File: src/rtl/run_ctrl_pkg.sv
// -----------------------------------------------------------------------------
// run_ctrl_pkg
//   Shared types and width helpers for the run controller.
//   - state_e       : controller state (hold, staggered release, run, timeout)
//   - TCNT_W        : width of the saturating expiry counter
//   - seq_width()   : width of the release-sequence counter
//   - wd_width()    : width of the watchdog counter
// -----------------------------------------------------------------------------
package run_ctrl_pkg;

  typedef enum logic [1:0] {
    ST_HOLD    = 2'd0,
    ST_STAGGER = 2'd1,
    ST_RUN     = 2'd2,
    ST_TIMEOUT = 2'd3
  } state_e;

  localparam int unsigned TCNT_W = 8;

  // Must hold every release threshold up to and past the last domain.
  function automatic int unsigned seq_width(input int unsigned rst_cycles,
                                            input int unsigned num_domains,
                                            input int unsigned stagger);
    return $clog2(rst_cycles + num_domains * stagger + 1);
  endfunction

  // Watchdog counts 0 .. MAX_CYCLES-1.
  function automatic int unsigned wd_width(input int unsigned max_cycles);
    return $clog2(max_cycles);
  endfunction

endpackage

File: src/rtl/run_ctrl_rst_sync.sv
// -----------------------------------------------------------------------------
// rst_sync
//   Two-flop reset synchroniser: asserts asynchronously, releases on the
//   second rising clock edge after rst_n goes high.
//   Ports:
//     clk          : clock
//     rst_n        : raw asynchronous active-low reset
//     rst_n_sync_o : synchronised active-low reset
// -----------------------------------------------------------------------------
module rst_sync (
  input  logic clk,
  input  logic rst_n,
  output logic rst_n_sync_o
);

  logic [1:0] sync_q;

  // NOTE: sequential state uses non-blocking assignments so both flops sample
  // their inputs from before the edge and the chain really is two stages.
  always_ff @(posedge clk or negedge rst_n) begin
    if (!rst_n) begin
      sync_q <= 2'b00;
    end else begin
      sync_q <= {sync_q[0], 1'b1};
    end
  end

  assign rst_n_sync_o = sync_q[1];

endmodule

File: src/rtl/run_ctrl.sv
// -----------------------------------------------------------------------------
// run_ctrl
//   Brings NUM_DOMAINS reset domains out of reset in a staggered order, counts
//   run cycles and supervises the run with a kickable watchdog. On watchdog
//   expiry all domains are put back into reset and either re-sequenced
//   (AUTO_RESTART=1) or held in a terminal TIMEOUT state (AUTO_RESTART=0).
//   Ports:
//     clk           : sole clock
//     rst           : asynchronous active-low reset (sync release internally)
//     kick          : watchdog restart, honoured in RUN only
//     dom_rst       : per-domain active-high reset
//     all_released  : all domains released, state RUN
//     cycle_cnt     : cycles spent in RUN since last (re)sequence, saturating
//     timeout       : sticky, watchdog expired at least once since rst
//     timeout_pulse : one-cycle strobe per expiry
//     timeout_cnt   : number of expiries, saturating at 255
//   All outputs are registered.
// -----------------------------------------------------------------------------
module run_ctrl
  import run_ctrl_pkg::*;
#(
  parameter int unsigned NUM_DOMAINS  = 4,
  parameter int unsigned RST_CYCLES   = 8,
  parameter int unsigned STAGGER      = 2,
  parameter int unsigned MAX_CYCLES   = 100,
  parameter int unsigned CNT_W        = 32,
  parameter bit          AUTO_RESTART = 1'b1
) (
  input  logic                   clk,
  input  logic                   rst,
  input  logic                   kick,
  output logic [NUM_DOMAINS-1:0] dom_rst,
  output logic                   all_released,
  output logic [CNT_W-1:0]       cycle_cnt,
  output logic                   timeout,
  output logic                   timeout_pulse,
  output logic [TCNT_W-1:0]      timeout_cnt
);

  localparam int unsigned SEQ_W = seq_width(RST_CYCLES, NUM_DOMAINS, STAGGER);
  localparam int unsigned WD_W  = wd_width(MAX_CYCLES);

  // Sequence-counter value reached on the edge that releases domain 0 / the
  // last domain (the counter is 0 on edge A0 and +1 every edge after).
  localparam logic [SEQ_W-1:0] SEQ_FIRST = SEQ_W'(RST_CYCLES);
  localparam logic [SEQ_W-1:0] SEQ_LAST  =
    SEQ_W'(RST_CYCLES + (NUM_DOMAINS - 1) * STAGGER);
  localparam logic [WD_W-1:0]  WD_LAST   = WD_W'(MAX_CYCLES - 1);

  logic rst_n_sync;

  state_e                 state_q,         state_d;
  logic [SEQ_W-1:0]       seq_cnt_q,       seq_cnt_d;
  logic [WD_W-1:0]        wd_cnt_q,        wd_cnt_d;
  logic [NUM_DOMAINS-1:0] dom_rst_q,       dom_rst_d;
  logic                   all_released_q,  all_released_d;
  logic [CNT_W-1:0]       cycle_cnt_q,     cycle_cnt_d;
  logic                   timeout_q,       timeout_d;
  logic                   timeout_pulse_q, timeout_pulse_d;
  logic [TCNT_W-1:0]      timeout_cnt_q,   timeout_cnt_d;

  logic [SEQ_W-1:0]       seq_nxt;

  rst_sync u_rst_sync (
    .clk          (clk),
    .rst_n        (rst),
    .rst_n_sync_o (rst_n_sync)
  );

  // Edge A0 is the edge that lifts rst_n_sync; registers below stay in reset
  // through it, so seq_cnt is 0 after A0 and equals k after edge A0+k.
  assign seq_nxt = seq_cnt_q + 1'b1;

  // NOTE: every variable written here gets a default first, so no path leaves
  // it unassigned and no latch is inferred.
  always_comb begin
    state_d         = state_q;
    seq_cnt_d       = seq_cnt_q;
    wd_cnt_d        = wd_cnt_q;
    dom_rst_d       = dom_rst_q;
    all_released_d  = all_released_q;
    cycle_cnt_d     = cycle_cnt_q;
    timeout_d       = timeout_q;
    timeout_pulse_d = 1'b0;
    timeout_cnt_d   = timeout_cnt_q;

    unique case (state_q)
      ST_HOLD, ST_STAGGER: begin
        seq_cnt_d = seq_nxt;
        // A domain drops on the edge the counter reaches its threshold and
        // then stays low because dom_rst_d defaults to the held value.
        for (int unsigned i = 0; i < NUM_DOMAINS; i++) begin
          if (seq_nxt >= SEQ_W'(RST_CYCLES + i * STAGGER)) begin
            dom_rst_d[i] = 1'b0;
          end
        end
        // With one domain or zero stagger SEQ_LAST == SEQ_FIRST, so HOLD
        // goes straight to RUN.
        if (seq_nxt >= SEQ_LAST) begin
          state_d        = ST_RUN;
          all_released_d = 1'b1;
          wd_cnt_d       = '0;
          cycle_cnt_d    = '0;
        end else if (seq_nxt >= SEQ_FIRST) begin
          state_d = ST_STAGGER;
        end
      end

      ST_RUN: begin
        if (cycle_cnt_q != '1) begin
          cycle_cnt_d = cycle_cnt_q + 1'b1;
        end
        // Kick has priority over an expiry due on the same edge.
        if (kick) begin
          wd_cnt_d = '0;
        end else if (wd_cnt_q == WD_LAST) begin
          wd_cnt_d        = '0;
          timeout_pulse_d = 1'b1;
          timeout_d       = 1'b1;
          if (timeout_cnt_q != '1) begin
            timeout_cnt_d = timeout_cnt_q + 1'b1;
          end
          dom_rst_d      = '1;
          all_released_d = 1'b0;
          if (AUTO_RESTART) begin
            // This edge acts as a new A0 for the release sequence.
            state_d     = ST_HOLD;
            seq_cnt_d   = '0;
            cycle_cnt_d = '0;
          end else begin
            state_d = ST_TIMEOUT;
          end
        end else begin
          wd_cnt_d = wd_cnt_q + 1'b1;
        end
      end

      // Terminal until rst: everything holds, kick is ignored.
      default: ;
    endcase
  end

  always_ff @(posedge clk or negedge rst_n_sync) begin
    if (!rst_n_sync) begin
      state_q         <= ST_HOLD;
      seq_cnt_q       <= '0;
      wd_cnt_q        <= '0;
      dom_rst_q       <= '1;
      all_released_q  <= 1'b0;
      cycle_cnt_q     <= '0;
      timeout_q       <= 1'b0;
      timeout_pulse_q <= 1'b0;
      timeout_cnt_q   <= '0;
    end else begin
      state_q         <= state_d;
      seq_cnt_q       <= seq_cnt_d;
      wd_cnt_q        <= wd_cnt_d;
      dom_rst_q       <= dom_rst_d;
      all_released_q  <= all_released_d;
      cycle_cnt_q     <= cycle_cnt_d;
      timeout_q       <= timeout_d;
      timeout_pulse_q <= timeout_pulse_d;
      timeout_cnt_q   <= timeout_cnt_d;
    end
  end

  assign dom_rst       = dom_rst_q;
  assign all_released  = all_released_q;
  assign cycle_cnt     = cycle_cnt_q;
  assign timeout       = timeout_q;
  assign timeout_pulse = timeout_pulse_q;
  assign timeout_cnt   = timeout_cnt_q;

endmodule

File: config.mk
export PLATFORM = sky130hd
export DESIGN_NAME = run_ctrl
export DESIGN_NICKNAME = d
export VERILOG_FILES = /design/src/rtl/run_ctrl_pkg.sv /design/src/rtl/run_ctrl_rst_sync.sv /design/src/rtl/run_ctrl.sv
export SDC_FILE = /design/constraint.sdc
export NUM_CORES = 1
export LEC_CHECK = 0
export BUFFER_PORTS_ARGS = -buffer_cell sky130_fd_sc_hd__clkbuf_2
export CORE_MARGIN = 2
export CORE_UTILIZATION = 61
export CTS_BUF_LIST = sky130_fd_sc_hd__clkbuf_8 sky130_fd_sc_hd__clkbuf_16
export DETAILED_ROUTE_END_ITERATION = 12
export GPL_ROUTABILITY_DRIVEN = 0
export PLACE_DENSITY = 0.9
export REMOVE_ABC_BUFFERS = 1
export SLEW_MARGIN = 20
export SYNTH_ARGS = -nofsm -noshare
export SYNTH_HDL_FRONTEND = slang
export SYNTH_HIERARCHICAL = 1
export SYNTH_SLANG_ARGS = --single-unit
File: constraint.sdc
create_clock -name clk -period 3.6 [get_ports clk]
set_clock_uncertainty 0.15 [all_clocks]
set_input_delay 0.36 -clock clk [delete_from_list [all_inputs] [get_ports clk]]
set_output_delay 0.36 -clock clk [all_outputs]
set_load 0.03 [all_outputs]
==> impl_metrics.ini, run 1 <==
[critical_path]
regToRegSetupSlack_ns = 0.69
critPathArrivalTime_ns = 3.02
timing.critical_path.to = cycle_cnt[28]
crit_slowest_cell = sky130_fd_sc_hd__or4b_4
startpoint_type = flop
critPathCaptureType = flop
worstPathRequired_ns = 3.72
crit_start = seq_cnt_q[0]
crit_path_max_cell_delay_ns = 0.58
worst-setup-path-type = flop to flop
crit_chain = ha_1 > or4b_4 > a211oi_2 > a211oi_4 > buf_12 > or4_1 > a21oi_1
worstRegToRegCells = 7
critical_path.max_fanout = 66
destination_of_the_worst_register_to_register_timing_path = cycle_cnt[28]
timing.rr.start = seq_cnt_q[0]

[synth]
synth.most_common_cell = sky130_fd_sc_hd__dfrtp_1
cell_area_after_synthesis_um2 = 3540
yosysUniqueCellTypes = 58
synth.cells.most_frequent = 59 x sky130_fd_sc_hd__dfrtp_1, 31 x sky130_fd_sc_hd__a21oi_1, 29 x sky130_fd_sc_hd__nand2_1
synth_top_cell_by_area = sky130_fd_sc_hd__dfrtp_1
mapped_avg_cell_area_um2 = 9.48
asyncSetResetFlopFracSynth_pct = 100
synthCells = 373
ys_seq_area_share_pct = 44.7
post-synth-top-area-fraction_pct = 41.8
synthesis.yosys.warnings = 6
synth.ff_latch_count = 63
synth_edf_count = 0
ys_top_cells_by_area = sky130_fd_sc_hd__dfrtp_1 42%, sky130_fd_sc_hd__a21oi_1 4.4%, sky130_fd_sc_hd__o31ai_1 4.2%
dominantRegCellSynth = sky130_fd_sc_hd__dfrtp_1

[floorplanning]
floorplan.core_area_um2 = 5540
die-height_um = 80.1
ioPinCount = 50
floorplan.initialDensity_pct = 63.8
std_cell_rows = 27
die_width_um = 80.1
die_area_um2 = 6420

[route]
avgRoutedWirePerCell_um = 16.2
num_vias = 3181
router_iterations_before_antenna_repair = 5
post-route-drc-count = 0
vias_per_cell = 6.48
drt_iter0_markers = 266
drt_wl_total_um = 7960
post_route_antenna_net_violation_count = 0

[global_route]
grt_pass1_vias = 3004
grtUsageMet2_pct = 42.5
grt_start_max_net_pins = 67
antenna_found_initial = 0
grt-ovfl-total = 0
busiest_layer = met2
grt_first_pass_wirelength_um = 13700
global_route.usage.met1_pct = 36.2
groute.usage.overall_pct = 27.3
met3_track_demand_over_resource_pct = 7.19

[timing]
tightest_slew_ns = 0.880
setup_repair_after_global_routing_missed_its_margin = false
finalHoldViolCount = 0
layout_worst_path_cycle_share_pct = 80.7
relSlewSlack_pct = 40.6
time_the_final_worst_path_needs_with_i_o_delays_and_setup_ns = 2.91
fmax_ghz = 0.344
hold-worst-slack_ns = 0.164
report.final.setup_viol = 0
report.final.slew_viol_count = 0

[cells_and_area]
layout-drive-gt1-share_pct = 21.5
layout-area-overhead-vs-synth_pct = 14.9
n_antenna_cell = 0
fin_nets = 422

[pwr]
p_per_area_nw_per_um2 = 359
max-vdd-ir-drop_mv = 0.301
total_leakage_power_nw = 1.72
fin_total_pwr_mw = 1.46

[clocking]
numClockSinks = 63
htreeDepth = 3
clockRootBuffer = sky130_fd_sc_hd__clkbuf_8
clk_pin_slew_ns = 0.07
cts_buffers = 9
cts_buffer_depth = 2
insertion_delay_ns = 0.36
clock_tree_from_tritoncts = yes

[outcome]
run_status = complete, no violations

[placed_design]
detailedPlacementHpwl_um = 5300
port_buf_inserts = 49

[worst_hold_path]
hp-class = input port to asynchronous set/reset pin

[run]
drv_cap = 0
## routing by layer
layer | vias up | part of all wire (%)
met5 | - | 0
met1 | 1544 | 44
met4 | 0 | 1.5
met3 | 10 | 6.5
li1 | 1503 | -
met2 | 124 | 48
## sequential cells by signal, indices dropped and copies added, names as in the netlist
name / count
all_released: 1
cycle_cnt: 32
dom_rst: 4
seq_cnt_q: 5
state_q: 2
timeout: 1
timeout_cnt: 8
timeout_pulse: 1
u_rst_sync/sync_q: 2
wd_cnt_q: 7
## layout by cell type (no fill, tap or decap), types with 3 or more instances in the layout
cell and count:
sky130_fd_sc_hd__a21oi_1 31, sky130_fd_sc_hd__a22o_1 4, sky130_fd_sc_hd__and2_1 6, sky130_fd_sc_hd__and3_1 7
sky130_fd_sc_hd__and4_1 7, sky130_fd_sc_hd__buf_4 4, sky130_fd_sc_hd__clkbuf_2 49, sky130_fd_sc_hd__clkbuf_8 11
sky130_fd_sc_hd__dfrtp_1 58, sky130_fd_sc_hd__dfstp_2 4, sky130_fd_sc_hd__ha_1 5, sky130_fd_sc_hd__inv_1 11
sky130_fd_sc_hd__mux2i_1 5, sky130_fd_sc_hd__nand2_1 29, sky130_fd_sc_hd__nand2b_1 3, sky130_fd_sc_hd__nand3_1 13
sky130_fd_sc_hd__nand3b_1 3, sky130_fd_sc_hd__nand4_1 13, sky130_fd_sc_hd__nor2_1 13, sky130_fd_sc_hd__nor3_1 7
sky130_fd_sc_hd__nor4_1 3, sky130_fd_sc_hd__o211ai_1 10, sky130_fd_sc_hd__o21ai_0 24, sky130_fd_sc_hd__o311ai_0 4
sky130_fd_sc_hd__o31ai_1 20, sky130_fd_sc_hd__or2_2 3, sky130_fd_sc_hd__or3_1 5, sky130_fd_sc_hd__or4_1 19
sky130_fd_sc_hd__xnor2_1 7, sky130_fd_sc_hd__xor2_1 3
## stage by stage
stage / TNS, ns / cells / cell area, um2 / worst slack, ns / util (%)
after floorplan: -51.16 / 348 / 3410 / -1.54 / -
after global routing: 0 / 491 / 4060 / 0.558 / 73.3
after CTS: 0 / 491 / 4050 / 0.500 / 73.2
final: 0 / 491 / 4060 / 0.694 / 73.3
after detailed placement: 0 / 474 / 3810 / 0.516 / 68.8
after global placement: 0 / 474 / 3810 / 0.615 / 68.8
## power by group
group / internal [mW] / total (mW) / switching, mW
Clock: 0.426 / 0.719 / 0.293
Combinational: 0.00610 / 0.0167 / 0.0106
Sequential: 0.711 / 0.723 / 0.0115
Total: 1.14 / 1.46 / 0.315
## cell families (layout without fill, tap and decap cells)
family | after synthesis | count (layout) | share of synthesized area [%]
buffers and inverters | 36 | 82 | 4.64
AO/OA/AOI/OAI | 111 | 111 | 20.9
adder cells (fa/ha/maj) | 5 | 5 | 1.77
flip-flops | 63 | 63 | 44.7
other | 1 | 1 | 0.106
multiplexers | 6 | 6 | 1.73
AND/OR/NAND/NOR | 141 | 141 | 23.6
XOR/XNOR | 10 | 10 | 2.48
## worst min path at each step
stage / start / end / slack (ns) / cells past startpoint
floorplan: rst / u_rst_sync/sync_q[0] / -0.09 / 0
global placement: rst / u_rst_sync/sync_q[0] / -0.002 / 1
detailed placement: rst / u_rst_sync/sync_q[0] / -0.001 / 1
CTS: rst / u_rst_sync/sync_q[0] / 0.15 / 2
global route: rst / u_rst_sync/sync_q[0] / 0.17 / 2
finish: rst / u_rst_sync/sync_q[0] / 0.16 / 2
## area by class of cell
type / count / area (um2)
tap: 72 / 90.1
timing repair buffer: 55 / 305
sequential: 63 / 1580
fill: 407 / 1480
multi-input combinational: 274 / 1810
clock inverter: 5 / 80.1
inverter: 11 / 41.3
clock buffer: 11 / 151
## critical path: cells and delay by family (launching register included)
kind                     cells  cell delay, ns
AO/OA/AOI/OAI                3            0.57
adder cells (fa/ha/maj)      1            0.33
buffers and inverters        1            0.21
flip-flops                   1            0.44
AND/OR/NAND/NOR              2            1.10
## repair_timing
item,CTS,global route
hold buffers,1,0
endpoints found under the setup margin,0,0
resized for setup,0,0
buffers inserted,0,0
hold endpoints to repair,2,0
Power figures use the tool's default switching activity.
==> run 2: changes to the inputs <==
ABC_AREA = 1   (was not set)
CORE_UTILIZATION = 53   (was 61)
PLACE_DENSITY = 0.83   (was 0.9)
clock period = 2.6 ns   (was 3.6 ns; I/O delays follow)
==> impl_metrics.ini, run 2 <==
[critical_path]
crit_family = simple AND/OR/NAND/NOR gates
worstPathRequired_ns = 2.69
worst-setup-path-type = flop to flop
crit_path_max_cell_delay_ns = 0.44
destination_of_the_worst_register_to_register_timing_path = wd_cnt_q[2]
worst_path_most_repeated_cell = sky130_fd_sc_hd__nand2_1
critPathArrivalTime_ns = 2.31
wp_buf_inv = 1
crit_chain = ha_1 > nand3_1 > nand2_1 > nand2_1 > clkinv_1 > o21ai_2 > nand2_2 > nand2_2 > nand3_1 > nand2_1 > nor2_1
critical_path.max_fanout = 15
critPathCaptureType = flop
regToRegSetupSlack_ns = 0.38
timing.rr.start = seq_cnt_q[0]
startpoint_type = flop
crit_slowest_cell = sky130_fd_sc_hd__dfrtp_1
worstRegToRegCells = 11

[route]
avgRoutedWirePerCell_um = 14.1
vias_per_cell = 5.46
post-route-drc-count = 0
router_iterations_before_antenna_repair = 5
drt_wl_total_um = 10000
num_vias = 3893
drt_iter0_markers = 289
post_route_antenna_net_violation_count = 0

[placed_design]
numPlacedInstances = 696
port_buf_inserts = 49
detailedPlacementHpwl_um = 6960

[synth]
synth.cells.most_frequent = 187 x sky130_fd_sc_hd__nand2_1, 70 x sky130_fd_sc_hd__nor2_1, 60 x sky130_fd_sc_hd__nand3_1
ys_seq_area_share_pct = 39.1
yosysUniqueCellTypes = 39
synthCells = 564
synthesis.yosys.warnings = 6
ys_top_cells_by_area = sky130_fd_sc_hd__dfrtp_1 37%, sky130_fd_sc_hd__nand2_1 17%, sky130_fd_sc_hd__nand3_1 7.4%
post-synth-top-area-fraction_pct = 36.5
mapped_avg_cell_area_um2 = 7.17
dominantRegCellSynth = sky130_fd_sc_hd__dfrtp_1
cell_area_after_synthesis_um2 = 4040
synth.most_common_cell = sky130_fd_sc_hd__nand2_1
synth_top_cell_by_area = sky130_fd_sc_hd__dfrtp_1
synth_edf_count = 0
asyncSetResetFlopFracSynth_pct = 100
synth.ff_latch_count = 63

[global_route]
grt-ovfl-total = 0
grt_pass1_vias = 3621
groute.usage.overall_pct = 25.2
grt_start_max_net_pins = 62
grt_first_pass_wirelength_um = 16900
antenna_found_initial = 0

[run]
drv_cap = 0

[timing]
hold-worst-slack_ns = 0.0825
tightest_slew_ns = 0.775
finalHoldViolCount = 0
layout_worst_path_cycle_share_pct = 85.4
time_the_final_worst_path_needs_with_i_o_delays_and_setup_ns = 2.22
relSlewSlack_pct = 48.3
fmax_ghz = 0.450
report.final.slew_viol_count = 0
report.final.setup_viol = 0
setup_repair_after_global_routing_missed_its_margin = false

[floorplanning]
ioPinCount = 50
floorplan.core_area_um2 = 7330
die_area_um2 = 8340
std_cell_rows = 31
floorplan.initialDensity_pct = 55.1
die_width_um = 91.3
die-height_um = 91.3

[clocking]
cts-resized-gates = 0
insertion_delay_ns = 0.35
clk_pin_slew_ns = 0.07
clock_tree_from_tritoncts = yes
cts_buffers = 9
numClockSinks = 63
cts_hold_repair.buffers = 1
clockRootBuffer = sky130_fd_sc_hd__clkbuf_8
cts.repair_timing.setup_buffer_count = 0
htreeDepth = 3
cts_buffer_depth = 2

[outcome]
run_status = complete, no violations

[cells_and_area]
layout-drive-gt1-share_pct = 16.4
fin_nets = 617
most_frequent_standard_cell_in_the_layout_excluding_fill_and_tap_cells = sky130_fd_sc_hd__nand2_1
num-fill-cells = 636
n_antenna_cell = 0
post_layout_nonfiller_instances = 713
multiInputGateArea_um2 = 2160
layout_common_cells = 187 x sky130_fd_sc_hd__nand2_1, 69 x sky130_fd_sc_hd__nor2_1, 60 x sky130_fd_sc_hd__nand3_1, 58 x sky130_fd_sc_hd__dfrtp_1
regArea_um2 = 1580
layout-area-overhead-vs-synth_pct = 12.9
largest_reg_flops = 32

[worst_hold_path]
hp-class = input port to asynchronous set/reset pin

[pwr]
total_leakage_power_nw = 2.35
p_per_area_nw_per_um2 = 581
max-vdd-ir-drop_mv = 0.421
run 2: per-stage QoR:
stage               utilization, %  setup slack (ns)  instance area, um2  TNS (ns)  power, mW
floorplan                        -            -0.504                3920     -9.89       1.62
global placement              59.3             0.554                4350         0       1.77
detailed placement            59.3             0.419                4350         0       1.79
CTS                           62.2             0.399                4560         0       2.66
global route                  62.2             0.234                4560         0       2.79
finish                        62.2             0.380                4560         0       2.65
run 2: area by class of cell:
cell class / instances / share of cell area [%]
Sequential cell: 63 / 34.7
Timing Repair Buffer: 56 / 6.86
Clock inverter: 5 / 1.10
Clock buffer: 11 / 3.32
Inverter: 49 / 4.03
Tap cell: 99 / 2.72
Multi-Input combinational cell: 430 / 47.3
run 2: where the power goes:
group	switching, mW	internal, mW
clock	0.392	0.486
sequential	0.115	1.06
combinational	0.410	0.188
run 2: worst register-to-register path: stages (launching register included):
cell and delay (ns):
sky130_fd_sc_hd__dfrtp_1 0.44, sky130_fd_sc_hd__ha_1 0.27, sky130_fd_sc_hd__nand3_1 0.10, sky130_fd_sc_hd__nand2_1 0.06, sky130_fd_sc_hd__nand2_1 0.10, sky130_fd_sc_hd__clkinv_1 0.12, sky130_fd_sc_hd__o21ai_2 0.08, sky130_fd_sc_hd__nand2_2 0.20
sky130_fd_sc_hd__nand2_2 0.33, sky130_fd_sc_hd__nand3_1 0.14, sky130_fd_sc_hd__nand2_1 0.08, sky130_fd_sc_hd__nor2_1 0.04
run 2: layer usage:
| metal | wire, um | share of wire (%) | GRT usage, % |
|---|---|---|---|
| met1 | 4300 | 43 | 31.2 |
| met2 | 4840 | 48 | 42.5 |
| met3 | 600 | 6.0 | 5.23 |
| met4 | 289 | 2.9 | 11.1 |
| met5 | 0 | 0 | 0 |
run 2: kinds of logic after synthesis:
kind of cell | share of synthesized area, %
flip-flops | 39.1
AO/OA/AOI/OAI | 10.2
multiplexers | 0.279
other | 0.0928
XOR/XNOR | 4.33
AND/OR/NAND/NOR | 36.8
buffers and inverters | 7.55
adder cells (fa/ha/maj) | 1.55
run 2: worst max-delay path by stage:
stage / startpoint / endpoint / slack [ns] / depth (start not counted)
2_1_floorplan: state_q[1] / wd_cnt_q[4] / -0.50 / 7
3_3_place_gp: seq_cnt_q[0] / wd_cnt_q[4] / 0.55 / 11
3_5_place_dp: seq_cnt_q[0] / wd_cnt_q[2] / 0.42 / 11
4_1_cts: seq_cnt_q[0] / wd_cnt_q[2] / 0.40 / 11
5_1_grt: seq_cnt_q[0] / wd_cnt_q[4] / 0.23 / 11
6_report: seq_cnt_q[0] / wd_cnt_q[2] / 0.38 / 11
==> run 3: changes to the inputs <==
PLACE_DENSITY = 0.77   (was 0.83)
==> impl_metrics.ini, run 3 (synthesized netlist as in run 2, its figures left out) <==
[route]
drt_iter0_markers = 259
vias_per_cell = 5.35
post-route-drc-count = 0
post_route_antenna_net_violation_count = 0
router_iterations_before_antenna_repair = 5
num_vias = 3823
avgRoutedWirePerCell_um = 13.6
drt_wl_total_um = 9700

[clocking]
htreeDepth = 3
numClockSinks = 63
clk_pin_slew_ns = 0.08
cts-resized-gates = 0
insertion_delay_ns = 0.35
clockRootBuffer = sky130_fd_sc_hd__clkbuf_8
clock_tree_from_tritoncts = yes
cts_buffer_depth = 2
cts_buffers = 9

[critical_path]
worstPathRequired_ns = 2.72
crit_chain = ha_1 > inv_2 > nor2_8 > nand2_4 > nor2_4 > nand2_4 > nand2_1 > o21ai_0 > o21ai_0
critPathCaptureType = flop
crit_path_max_cell_delay_ns = 0.45
crit_slowest_cell = sky130_fd_sc_hd__dfrtp_1
destination_of_the_worst_register_to_register_timing_path = cycle_cnt[5]
critical_path.max_fanout = 31
regToRegSetupSlack_ns = 0.50
crit_family = simple AND/OR/NAND/NOR gates
timing.critical_path.to = cycle_cnt[5]
startpoint_type = flop
critPathArrivalTime_ns = 2.22
worst-setup-path-type = flop to flop
number_of_cells_on_the_critical_path = 9
wp_buf_inv = 1
worstRegToRegCells = 9
timing.rr.start = cycle_cnt[0]
crit_start = cycle_cnt[0]

[outcome]
run_status = complete, no violations

[pwr]
total_leakage_power_nw = 2.36
p_per_area_nw_per_um2 = 602
p_comb_share_pct = 21.5
cellInternalPower_mw = 1.82
sequential_power_share_pct = 42.7
clock_power_share_pct = 35.8
power.switching_fraction_pct = 34.4
max-vdd-ir-drop_mv = 0.338
total_switching_power_mw = 0.951

[placed_design]
detailedPlacementHpwl_um = 7020
numPlacedInstances = 698
port_buf_inserts = 49

[global_route]
grt_first_pass_wirelength_um = 17000
groute.usage.overall_pct = 25.3
grt-ovfl-total = 0
antenna_found_initial = 0
grt_pass1_vias = 3643
grt_start_max_net_pins = 38

[timing]
setup_repair_after_global_routing_missed_its_margin = false
report.final.setup_viol = 0
finalHoldViolCount = 0
report.final.slew_viol_count = 0
time_the_final_worst_path_needs_with_i_o_delays_and_setup_ns = 2.10
fmax_ghz = 0.476
hold-worst-slack_ns = 0.0686
layout_worst_path_cycle_share_pct = 80.9

[floorplanning]
die_width_um = 91.3
die_area_um2 = 8340
std_cell_rows = 31
ioPinCount = 50
die-height_um = 91.3
floorplan.core_area_um2 = 7330
floorplan.initialDensity_pct = 55.1

[cells_and_area]
final_util_pct = 62.7
largest_reg_flops = 32
multiInputGateArea_um2 = 2160
layout_common_cells = 187 x sky130_fd_sc_hd__nand2_1, 69 x sky130_fd_sc_hd__nor2_1, 60 x sky130_fd_sc_hd__nand3_1, 58 x sky130_fd_sc_hd__dfrtp_1, 49 x sky130_fd_sc_hd__clkbuf_2
layout-drive-gt1-share_pct = 17.0
num-fill-cells = 669
most_frequent_standard_cell_in_the_layout_excluding_fill_and_tap_cells = sky130_fd_sc_hd__nand2_1
regArea_um2 = 1580
post_layout_nonfiller_instances = 715
n_antenna_cell = 0
fin_nets = 619
layout-area-overhead-vs-synth_pct = 13.7

[run]
drv_cap = 0

[worst_hold_path]
hp-class = flop to asynchronous set/reset pin
run 3: cell types whose count changed in the layout (fill, tap and decap cells not counted), sizes merged:
cell / previous run / this run
clkbuf: 60 / 59
bufinv: 1 / 2
buf: 6 / 8
clkinvlp: 1 / 2
inv: 50 / 49
run 3: timing repair:
| action | 4_1_cts | 5_1_grt |
|---|---|---|
| hold endpoints to repair | 2 | 0 |
| endpoints found under the setup margin | 0 | 0 |
| setup buffers | 0 | 0 |
| hold buffers | 1 | 0 |
run 3: metrics by stage:
stage | setup TNS (ns) | total power [mW] | setup slack (ns) | instance area (um2)
after CTS | 0 | 2.78 | 0.463 | 4590
after global routing | 0 | 2.90 | 0.307 | 4590
after floorplan | -9.89 | 1.62 | -0.504 | 3920
after global placement | 0 | 1.77 | 0.643 | 4350
final | 0 | 2.77 | 0.497 | 4590
after detailed placement | 0 | 1.79 | 0.474 | 4350
run 3: metal layers:
layer | up-vias | part of all wire, % | global-route usage [%]
li1 | 1922 | - | -
met1 | 1782 | 44 | 31.9
met2 | 100 | 49 | 42.7
met3 | 19 | 4.2 | 4.07
met4 | 0 | 2.0 | 11.1
met5 | - | 0 | 0
run 3: power groups by stage:
stage,clock [mW],sequential (mW),combinational [mW]
CTS,1.01,1.18,0.598
detailed placement,0,1.20,0.596
floorplan,0,1.31,0.308
finish,0.990,1.18,0.595
global route,1.05,1.20,0.656
global placement,0,1.19,0.581
run 3: worst min-delay path by stage:
stage,slack [ns],end,startpoint,depth (start not counted)
5_1_grt,0.1,u_rst_sync/sync_q[0],rst,2
2_1_floorplan,-0.19,u_rst_sync/sync_q[0],rst,0
4_1_cts,0.07,u_rst_sync/sync_q[1],rst,2
3_5_place_dp,-0.10,u_rst_sync/sync_q[0],rst,1
6_report,0.07,cycle_cnt[17],u_rst_sync/sync_q[1],0
3_3_place_gp,-0.10,u_rst_sync/sync_q[0],rst,1
run 3: cell type report:
cell class | count | share of cell area [%]
Clock buffer | 10 | 3.00
Clock inverter | 6 | 2.02
Inverter | 49 | 4.00
Multi-Input combinational cell | 430 | 47.0
Sequential cell | 63 | 34.5
Tap cell | 99 | 2.70
Timing Repair Buffer | 58 | 6.86
